$ cat src/rtl/regfile_rename_pkg.sv
//==============================================================================
// Module  : regfile_rename_pkg
// Brief   : Shared widths and types for the renaming register file.
//           Optional feature macro (used by regfile_read_port):
//           REGFILE_BYPASS_EN - same-cycle commit forwarding to reads.
// Revision: 1.0 - initial release
//==============================================================================
`default_nettype none

package regfile_rename_pkg;
    localparam int c_REG_ID_BIT    = 5;
    localparam int c_ROB_WIDTH_BIT = 3;
    localparam int c_NUM_REGS      = 32;
    localparam int c_DATA_W        = 32;

    typedef logic [c_DATA_W-1:0] word_t;
endpackage

`default_nettype wire

$ cat src/rtl/regfile_read_port.sv
//==============================================================================
// Module  : regfile_read_port
// Brief   : One operand read port: x0 masking, busy-gated tag, and (with
//           REGFILE_BYPASS_EN defined) same-cycle forwarding of a commit
//           whose tag matches the pending rename of the addressed register.
// Revision: 1.0 - initial release
//==============================================================================
`default_nettype none

module regfile_read_port
    import regfile_rename_pkg::*;
#(
    parameter int REG_ID_BIT    = c_REG_ID_BIT,
    parameter int ROB_WIDTH_BIT = c_ROB_WIDTH_BIT
) (
    input  logic                     i_rdy,
    input  logic [REG_ID_BIT-1:0]    i_id,
    input  word_t                    i_st_value,
    input  logic                     i_st_busy,
    input  logic [ROB_WIDTH_BIT-1:0] i_st_tag,
    input  logic                     i_wr_en,
    input  logic [REG_ID_BIT-1:0]    i_wr_reg,
    input  logic [ROB_WIDTH_BIT-1:0] i_wr_rob,
    input  word_t                    i_wr_value,
    input  logic                     i_iss_en,
    input  logic [REG_ID_BIT-1:0]    i_iss_rd,
    input  logic [ROB_WIDTH_BIT-1:0] i_iss_rob,
    output word_t                    o_value,
    output logic                     o_busy,
    output logic [ROB_WIDTH_BIT-1:0] o_tag
);

    logic w_is_x0;
    assign w_is_x0 = (i_id == '0);

`ifdef REGFILE_BYPASS_EN
    logic w_hit;
    logic w_reissue;
    assign w_hit     = i_rdy && i_wr_en && !w_is_x0 && (i_wr_reg == i_id) && (i_st_tag == i_wr_rob);
    assign w_reissue = i_rdy && i_iss_en && (i_iss_rd == i_id);

    // Forward a matching commit; a same-cycle re-issue keeps the register renamed
    always_comb begin
        o_value = i_st_value;
        o_busy  = i_st_busy;
        o_tag   = i_st_busy ? i_st_tag : '0;
        if (w_is_x0) begin
            o_value = '0;
            o_busy  = 1'b0;
            o_tag   = '0;
        end else if (w_hit) begin
            o_value = i_wr_value;
            o_busy  = w_reissue;
            o_tag   = w_reissue ? i_iss_rob : '0;
        end
    end
`else
    logic w_unused_bypass;
    assign w_unused_bypass = ^{i_rdy, i_wr_en, i_wr_reg, i_wr_rob, i_wr_value,
                               i_iss_en, i_iss_rd, i_iss_rob};

    // Stored state only; x0 always reads as an idle zero
    always_comb begin
        o_value = i_st_value;
        o_busy  = i_st_busy;
        o_tag   = i_st_busy ? i_st_tag : '0;
        if (w_is_x0) begin
            o_value = '0;
            o_busy  = 1'b0;
            o_tag   = '0;
        end
    end
`endif

endmodule

`default_nettype wire

$ cat src/rtl/regfile_rename.sv
//==============================================================================
// Module  : regfile_rename
// Brief   : Architectural register file with per-register ROB rename tags.
//           Decoder issue marks a destination busy; ROB commit writes the value
//           and clears busy when the tag matches; clear_all drops all renames.
//           Optional macro: REGFILE_BYPASS_EN (same-cycle commit forwarding).
// Revision: 1.0 - initial release
//==============================================================================
`default_nettype none

module regfile_rename
    import regfile_rename_pkg::*;
#(
    parameter int REG_ID_BIT    = c_REG_ID_BIT,
    parameter int ROB_WIDTH_BIT = c_ROB_WIDTH_BIT
) (
    input  logic                     clk_in,
    input  logic                     rst_in,
    input  logic                     rdy_in,
    input  logic                     issue_en,
    input  logic [REG_ID_BIT-1:0]    issue_rd,
    input  logic [ROB_WIDTH_BIT-1:0] issue_rob_id,
    input  logic                     write_en,
    input  logic [REG_ID_BIT-1:0]    reg_id,
    input  logic [ROB_WIDTH_BIT-1:0] rob_id,
    input  logic [31:0]              value_out,
    input  logic                     clear_all,
    input  logic [REG_ID_BIT-1:0]    rs1_id,
    input  logic [REG_ID_BIT-1:0]    rs2_id,
    output logic [31:0]              rs1_value,
    output logic [31:0]              rs2_value,
    output logic                     rs1_busy,
    output logic                     rs2_busy,
    output logic [ROB_WIDTH_BIT-1:0] rs1_tag,
    output logic [ROB_WIDTH_BIT-1:0] rs2_tag,
    output logic [31:0]              commit_cnt
);

    localparam int c_REGS = 2 ** REG_ID_BIT;

    word_t                    r_value [c_REGS];
    logic                     r_busy  [c_REGS];
    logic [ROB_WIDTH_BIT-1:0] r_tag   [c_REGS];
    logic [31:0]              r_commit_cnt;

    // State update: commit, then issue, then flush -- later assignments win,
    // giving issue priority over commit and clear_all priority over both
    always_ff @(posedge clk_in or posedge rst_in) begin
        if (rst_in) begin
            for (int i = 0; i < c_REGS; i++) begin
                r_value[i] <= '0;
                r_busy[i]  <= 1'b0;
                r_tag[i]   <= '0;
            end
            r_commit_cnt <= '0;
        end else if (rdy_in) begin
            if (write_en) begin
                r_commit_cnt <= r_commit_cnt + 32'd1;
                if (reg_id != '0) begin
                    r_value[reg_id] <= value_out;
                end
                // An older commit must not un-rename a younger pending producer
                if (r_tag[reg_id] == rob_id) begin
                    r_busy[reg_id] <= 1'b0;
                    r_tag[reg_id]  <= '0;
                end
            end
            if (issue_en && (issue_rd != '0)) begin
                r_busy[issue_rd] <= 1'b1;
                r_tag[issue_rd]  <= issue_rob_id;
            end
            if (clear_all) begin
                for (int i = 0; i < c_REGS; i++) begin
                    r_busy[i] <= 1'b0;
                    r_tag[i]  <= '0;
                end
            end
        end
    end

    assign commit_cnt = r_commit_cnt;

    regfile_read_port #(
        .REG_ID_BIT    (REG_ID_BIT),
        .ROB_WIDTH_BIT (ROB_WIDTH_BIT)
    ) u_rd1 (
        .i_rdy      (rdy_in),
        .i_id       (rs1_id),
        .i_st_value (r_value[rs1_id]),
        .i_st_busy  (r_busy[rs1_id]),
        .i_st_tag   (r_tag[rs1_id]),
        .i_wr_en    (write_en),
        .i_wr_reg   (reg_id),
        .i_wr_rob   (rob_id),
        .i_wr_value (value_out),
        .i_iss_en   (issue_en),
        .i_iss_rd   (issue_rd),
        .i_iss_rob  (issue_rob_id),
        .o_value    (rs1_value),
        .o_busy     (rs1_busy),
        .o_tag      (rs1_tag)
    );

    regfile_read_port #(
        .REG_ID_BIT    (REG_ID_BIT),
        .ROB_WIDTH_BIT (ROB_WIDTH_BIT)
    ) u_rd2 (
        .i_rdy      (rdy_in),
        .i_id       (rs2_id),
        .i_st_value (r_value[rs2_id]),
        .i_st_busy  (r_busy[rs2_id]),
        .i_st_tag   (r_tag[rs2_id]),
        .i_wr_en    (write_en),
        .i_wr_reg   (reg_id),
        .i_wr_rob   (rob_id),
        .i_wr_value (value_out),
        .i_iss_en   (issue_en),
        .i_iss_rd   (issue_rd),
        .i_iss_rob  (issue_rob_id),
        .o_value    (rs2_value),
        .o_busy     (rs2_busy),
        .o_tag      (rs2_tag)
    );

endmodule

`default_nettype wire

$ cat config.mk
export PLATFORM = sky130hd
export DESIGN_NAME = regfile_rename
export DESIGN_NICKNAME = d
export VERILOG_FILES = /design/src/rtl/regfile_rename_pkg.sv /design/src/rtl/regfile_read_port.sv /design/src/rtl/regfile_rename.sv
export SDC_FILE = /design/constraint.sdc
export NUM_CORES = 2
export LEC_CHECK = 0
export CORE_MARGIN = 2
export CORE_UTILIZATION = 40
export CTS_BUF_LIST = sky130_fd_sc_hd__clkbuf_4 sky130_fd_sc_hd__clkbuf_8
export DETAILED_ROUTE_END_ITERATION = 16
export GPL_ROUTABILITY_DRIVEN = 0
export PLACE_DENSITY = 0.57
export SKIP_CTS_REPAIR_TIMING = 1
export SLEW_MARGIN = 20
export SYNTH_ARGS = -nofsm -noshare
export SYNTH_HDL_FRONTEND = slang
export SYNTH_HIERARCHICAL = 1
export SYNTH_SLANG_ARGS = --single-unit
$ cat constraint.sdc
create_clock -name clk_in -period 36.3 [get_ports clk_in]
set_clock_uncertainty 0.05 [all_clocks]
set_input_delay 3.63 -clock clk_in [delete_from_list [all_inputs] [get_ports clk_in]]
set_output_delay 3.63 -clock clk_in [all_outputs]
set_load 0.02 [all_outputs]
# After elaboration in Yosys (flattened, before gate mapping)
# Cells that the tools add are included.
# op_classes
bitwise_logic,9
n_lt_le_gt_ge,6
eq_ne,1
mux,51
addsub,1
n_reduce_logical,9
# op_table
op,count
bitwise mux 1024 bit,1
two-way mux 96 bit,5
two-way mux 32 bit,12
binary-select mux 32 bit (select 5 bit),2
demux 32 bit (select 5 bit),1
bitwise AND 96 bit,1
bitwise mux 96 bit,1
NOT 96 bit,1
binary-select mux 3 bit (select 5 bit),3
two-way mux 3 bit,12
"adder 32 x 1 -> 32 bit, second input constant",1
bitwise AND 32 bit,1
NOT 32 bit,1
OR 32 bit,1
demux 3 bit (select 5 bit),2
"greater-or-equal comparator 6 bit, second input constant",4
NOT 5 -> 6 bit,4
"less-than comparator 6 x 1 -> 1 bit, second input constant",2
binary-select mux 1 bit (select 5 bit),2
demux 1 bit (select 5 bit),2
logical NOT 5 bit,2
nonzero test 5 bit,2
two-way mux 1 bit,8
== test 3 bit,1
3 further kinds,5
# totals
wordCells,174
regBits,1184
in_bits,64
out_inout_bits,104

# Logic depth before layout (Yosys ltp)
# depth
ltp_word,13
ltp_mapped,12
depth_no_buf,7

# By module
# The synthesis kept the hierarchy.
# by_module_without_submodules
mod,seq_area_each_um2,instances,area_per_inst_um2,cells_each
regfile_rename,29628.4,1,64820.9,5522
regfile_read_port,0.0,2,344.1,47

# Worst setup path after synthesis
# OpenSTA, ideal clock, no wires.
# synth_timing
kind,input -> output
startpoint,input rs2_id[0]
endpoint,output rs2_busy
path_slack_ps,26514
required_time_ps,32620
cell_stages,7
arrival_time_ps,6106
n_path_buf,3
cell_sequence,buf_2 clkbuf_1 clkbuf_1 mux4_2 mux4_2 mux2_2 a21boi_0
# synth_between
elab_chain_len,5
elab_cells_between_ends,6
cone_classes,4 x mux; 1 x bitwise; 1 x reduce/logical
# synth_rtl
element,line_no,source
start: declaration,regfile_rename.sv:29,"input logic [REG_ID_BIT-1:0] rs2_id,"
NOT 5 -> 6 bit (not written as such),regfile_rename.sv:111,".i_st_busy (r_busy[rs2_id]),"
binary-select mux 1 bit (select 5 bit),regfile_rename.sv:111,
two-way mux 1 bit (not written as such) (2 in series),regfile_rename.sv:111,
two-way mux 1 bit *,regfile_read_port.sv:67,if (w_is_x0) begin
end: declaration,regfile_rename.sv:33,"output logic rs2_busy,"
# Mark *: on every way between the ends. The rest lies on a longest branch, timed or not. The select of a mux whose other input is x is not followed.

# Final worst setup path
# layout_timing
startpoint,input rs2_id[0]
endpoint,output rs2_tag[1]
# layout_between
elab_chain_len,6
elab_cells_between_ends,10
cone_classes,8 x mux; 1 x bitwise; 1 x reduce/logical
# layout_rtl
element,line_no,source
NOT 5 -> 6 bit (not written as such),"regfile_rename.sv:111, regfile_rename.sv:112",
binary-select mux 3 bit (select 5 bit) or binary-select mux 1 bit (select 5 bit) (tied branches),"regfile_rename.sv:112, regfile_rename.sv:111",
two-way mux 3 bit (not written as such) or two-way mux 1 bit (tied branches) (2 in series),"regfile_rename.sv:112, regfile_rename.sv:111",
two-way mux 3 bit,regfile_read_port.sv:66,o_tag = i_st_busy ? i_st_tag : '0;
two-way mux 3 bit *,regfile_read_port.sv:67,
end: declaration,regfile_rename.sv:35,"output logic [ROB_WIDTH_BIT-1:0] rs2_tag,"
# Marks and branches as above.

==> impl_results.md <==
* Dpl cell area at 68910 um2
* Residual DRC at 0
* Crit-path max FO at 66
* DRT iter0 DRCs at 6365
* Max-cap violations at 0
* Total CTS buffers at 201
* Grt ovf at 0
* Fillers at 14870
* Post-synth ARST share at 1.000
* CP startpoint kind: primary input
* Share of cells above drive strength 1 at 0.3092
* Clock root cell: clkbuf_8
* R2R cell count at 8
* CTS tree: done
* Max VDD drop at 0.03464 mV
* CP required at 32.62 ns
* Leakage power at 33.25 nW
* Number of synthesized register bits at 1184
* Worst path most repeated cell: buf_4
* Post-route cell area at 73090 um2
* Hpwl dp at 127900 um
* Arrival @ worst endpoint at 8.82 ns
* Worst-margin pin slew at 1.181 ns
* Cell at the slowest stage of the critical path: buf_4
* Starting Density at 0.4025
* Setup violators final at 0
* Reg clk slew, reported paths at 0.06 ns
* Hold-critical path depth at 0
* Slew headroom at 0.2065
* Pre-CTS WS at 23.64 ns
* Highest Clock Rate at 80.02 MHz
* Worst hold slack at 0.3460 ns
* Global router's overall resource usage at 0.2802
* Outcome: finished clean
* Global-route wire length before repair at 343200 um
* Crit path cell chain: buf_8, buf_4, buf_4, buf_4, mux4_2, mux4_2, mux2_2, nand2_1, a21oi_1, clkdlybuf4s50_1
* Total wire length at 234400 um
* Drt wl/cell at 29.67 um
* Crit path kind: primary input to primary output
* RSZ-0062 raised after global routing: no
* Ports at 168
* CTS sink cnt at 1184
* Total negative slack at 0 ns
* Synth Flop Type: dfrtp_1
* Nets@finish at 5641
* IO Port Bufs at 167
* CTS HTree Levels at 4
* Area of the multi-input gates at 33910 um2
* Final setup margin at 23.80 ns
* Core footprint at 162800 um2
* Tmin final at 12.50 ns
* Latest clock arrival within the worst-skew pair at 0.96 ns
* Final worst path period share at 0.3443
* Hold crit path type: flop to flop
* Slew Viols, Final at 0
* Synth unique cells at 67
* Mapped Nets at 5681
* Die Y at 408.7 um
* Largest net degree at the start of global routing at 170
* Final-report hold violation count at 0
* Area delta synth->final at 11.57%
* Antenna viol nets, final at 0
* Vias in the first global route at 48340
* Full die area at 167000 um2
* Average cell area after synthesis at 11.66 um2
* Via density at 6.172
* Storage cell area at 29630 um2
* Via count at 48750
* Synth Warn # at 6
* Gate Count Post-Synth at 5616
* Pwr Density at 49.58 nW/um2
* Synthesized cell area at 65510 um2
* Die Width at 408.7 um
* Slowest stage delay, CP at 0.74 ns
* Initial antenna violation count at 10
* Post-synth EDFFs at 0
* Worst Setup End Kind: primary output
* FP Rows at 148
* Clk buf depth at 3
* Sequential area share after synthesis at 0.4523
* TritonRoute pass-1 iters at 5
path summary, 6_finish.rpt:
check                        startpoint             end  slack (ns)
setup / recovery              rs2_id[0]      rs2_tag[1]       23.80
hold reg to reg            r_value[999]    r_value[999]        0.35
max in group asynchronous        rst_in    r_value[173]       28.94
min in group asynchronous        rst_in  commit_cnt[23]        3.22
setup reg to reg              r_tag[17]       r_tag[15]       32.99
hold / removal             r_value[999]    r_value[999]        0.35
cells by family (layout without fill, tap and decap cells):
family          after synthesis  in the layout  synth area share
fa+ha+maj                     1              1         0.0001910
buf+inv                     539            644           0.03520
xor+xnor                     34             34          0.005062
simple gates               2297           2297            0.1367
compound gates              377            377           0.04236
mux                        1184           1184            0.3282
other cells                   0              2                 0
flops                      1184           1184            0.4523
synthesized netlist by cell type (2+ instances only):
master,n,area share
a32oi_1,86,0.011
o211ai_2,2,0.00038
dfrtp_1,1184,0.45
buf_2,39,0.0030
buf_4,3,0.00034
nor4_4,2,0.00065
inv_1,5,0.00029
buf_8,4,0.00092
nand3_1,29,0.0022
a21boi_1,12,0.0014
buf_1,71,0.0041
nor2b_1,8,0.00076
a22oi_1,16,0.0018
o22ai_1,7,0.00067
a21oi_1,33,0.0025
o21ai_1,6,0.00046
nor4_1,11,0.0011
mux2_2,427,0.073
or3b_1,3,0.00040
and3b_1,2,0.00027
buf_12,5,0.0015
nor2_1,99,0.0057
buf_6,12,0.0021
nand4_1,11,0.0011
a31oi_1,4,0.00038
mux4_2,727,0.25
xor2_1,11,0.0015
and4_1,2,0.00027
mux2i_1,28,0.0043
xnor2_1,20,0.0027
nor3_1,6,0.00046
o21ai_0,96,0.0073
and3_1,11,0.0011
clkbuf_1,394,0.023
a211oi_2,20,0.0038
and2_1,5,0.00048
nand2b_1,9,0.00086
a21boi_0,54,0.0062
clkbuf_2,5,0.00038
a211oi_1,5,0.00057
nand2_1,2086,0.12
o21ai_2,28,0.0037
nand3b_1,4,0.00046
metrics by stage:
stage	util	total power [mW]	instances
after floorplan	-	2.139	5616
after global placement	0.4234	2.336	7548
after detailed placement	0.4234	2.355	7548
after CTS	0.4493	3.636	7896
after global routing	0.4490	3.771	7897
final	0.4490	3.624	7898
worst max-delay path, delay by kind of cell:
family | cells | cell delay (ns)
buffers and inverters | 5 | 3.32
muxes | 3 | 1.47
and+or+nand+nor | 1 | 0.12
AOI/OAI and AO/OA | 1 | 0.06
sequential cells by signal, indices dropped and copies added, names as in the netlist:
| register | cells |
|---|---|
| commit_cnt | 32 |
| r_value | 1024 |
| r_tag | 96 |
| r_busy | 32 |
cells in the final DEF (no fill, tap or decap), types with 9 or more instances in the layout:
cell type and instances:
dfrtp_1 1184, clkbuf_4 65, clkdlybuf4s50_1 145, nand3_1 22, o21ai_2 28, a21oi_1 33, xnor2_1 20, o21ai_0 96
clkbuf_8 247, buf_4 124, nor2_4 23, a21boi_0 54, buf_2 12, a32oi_1 86, mux2_2 427, nand4_1 11
mux2i_1 28, a21boi_1 12, nor2_1 75, nand2_2 17, nor4_1 11, xor2_1 11, a211oi_2 20, nand2_1 2065
a22oi_1 16, mux4_2 727, nand2b_1 9, clkinv_2 22
per-layer routing:
| metal | vias to the layer above | share of wire | GRT usage | wire length [um] |
|---|---|---|---|---|
| met5 | - | 0.00028 | 0 | 66 |
| met4 | 10 | 0.043 | 0.1111 | 9995 |
| met3 | 530 | 0.099 | 0.06061 | 23250 |
| met2 | 2723 | 0.45 | 0.4269 | 106500 |
| met1 | 25530 | 0.40 | 0.3917 | 94530 |
| li1 | 19960 | - | - | - |
area by class of cell:
cell class,count,share of cell area
diodes,2,0.00006847
clock buffers,312,0.05319
clock inverters,36,0.004536
inverters,6,0.0003595
multi-input cells,3893,0.4640
flip-flops and latches,1184,0.4054
well taps,2175,0.03723
repair buffers,290,0.03525
report_power, final:
part	internal (mW)	switching (mW)	leakage (nW)
sequential	1.49	0.161	15.6
clock	0.695	0.586	2.26
combinational	0.368	0.323	15.4
total	2.55	1.07	33.3
Power figures use the tool's default switching activity.
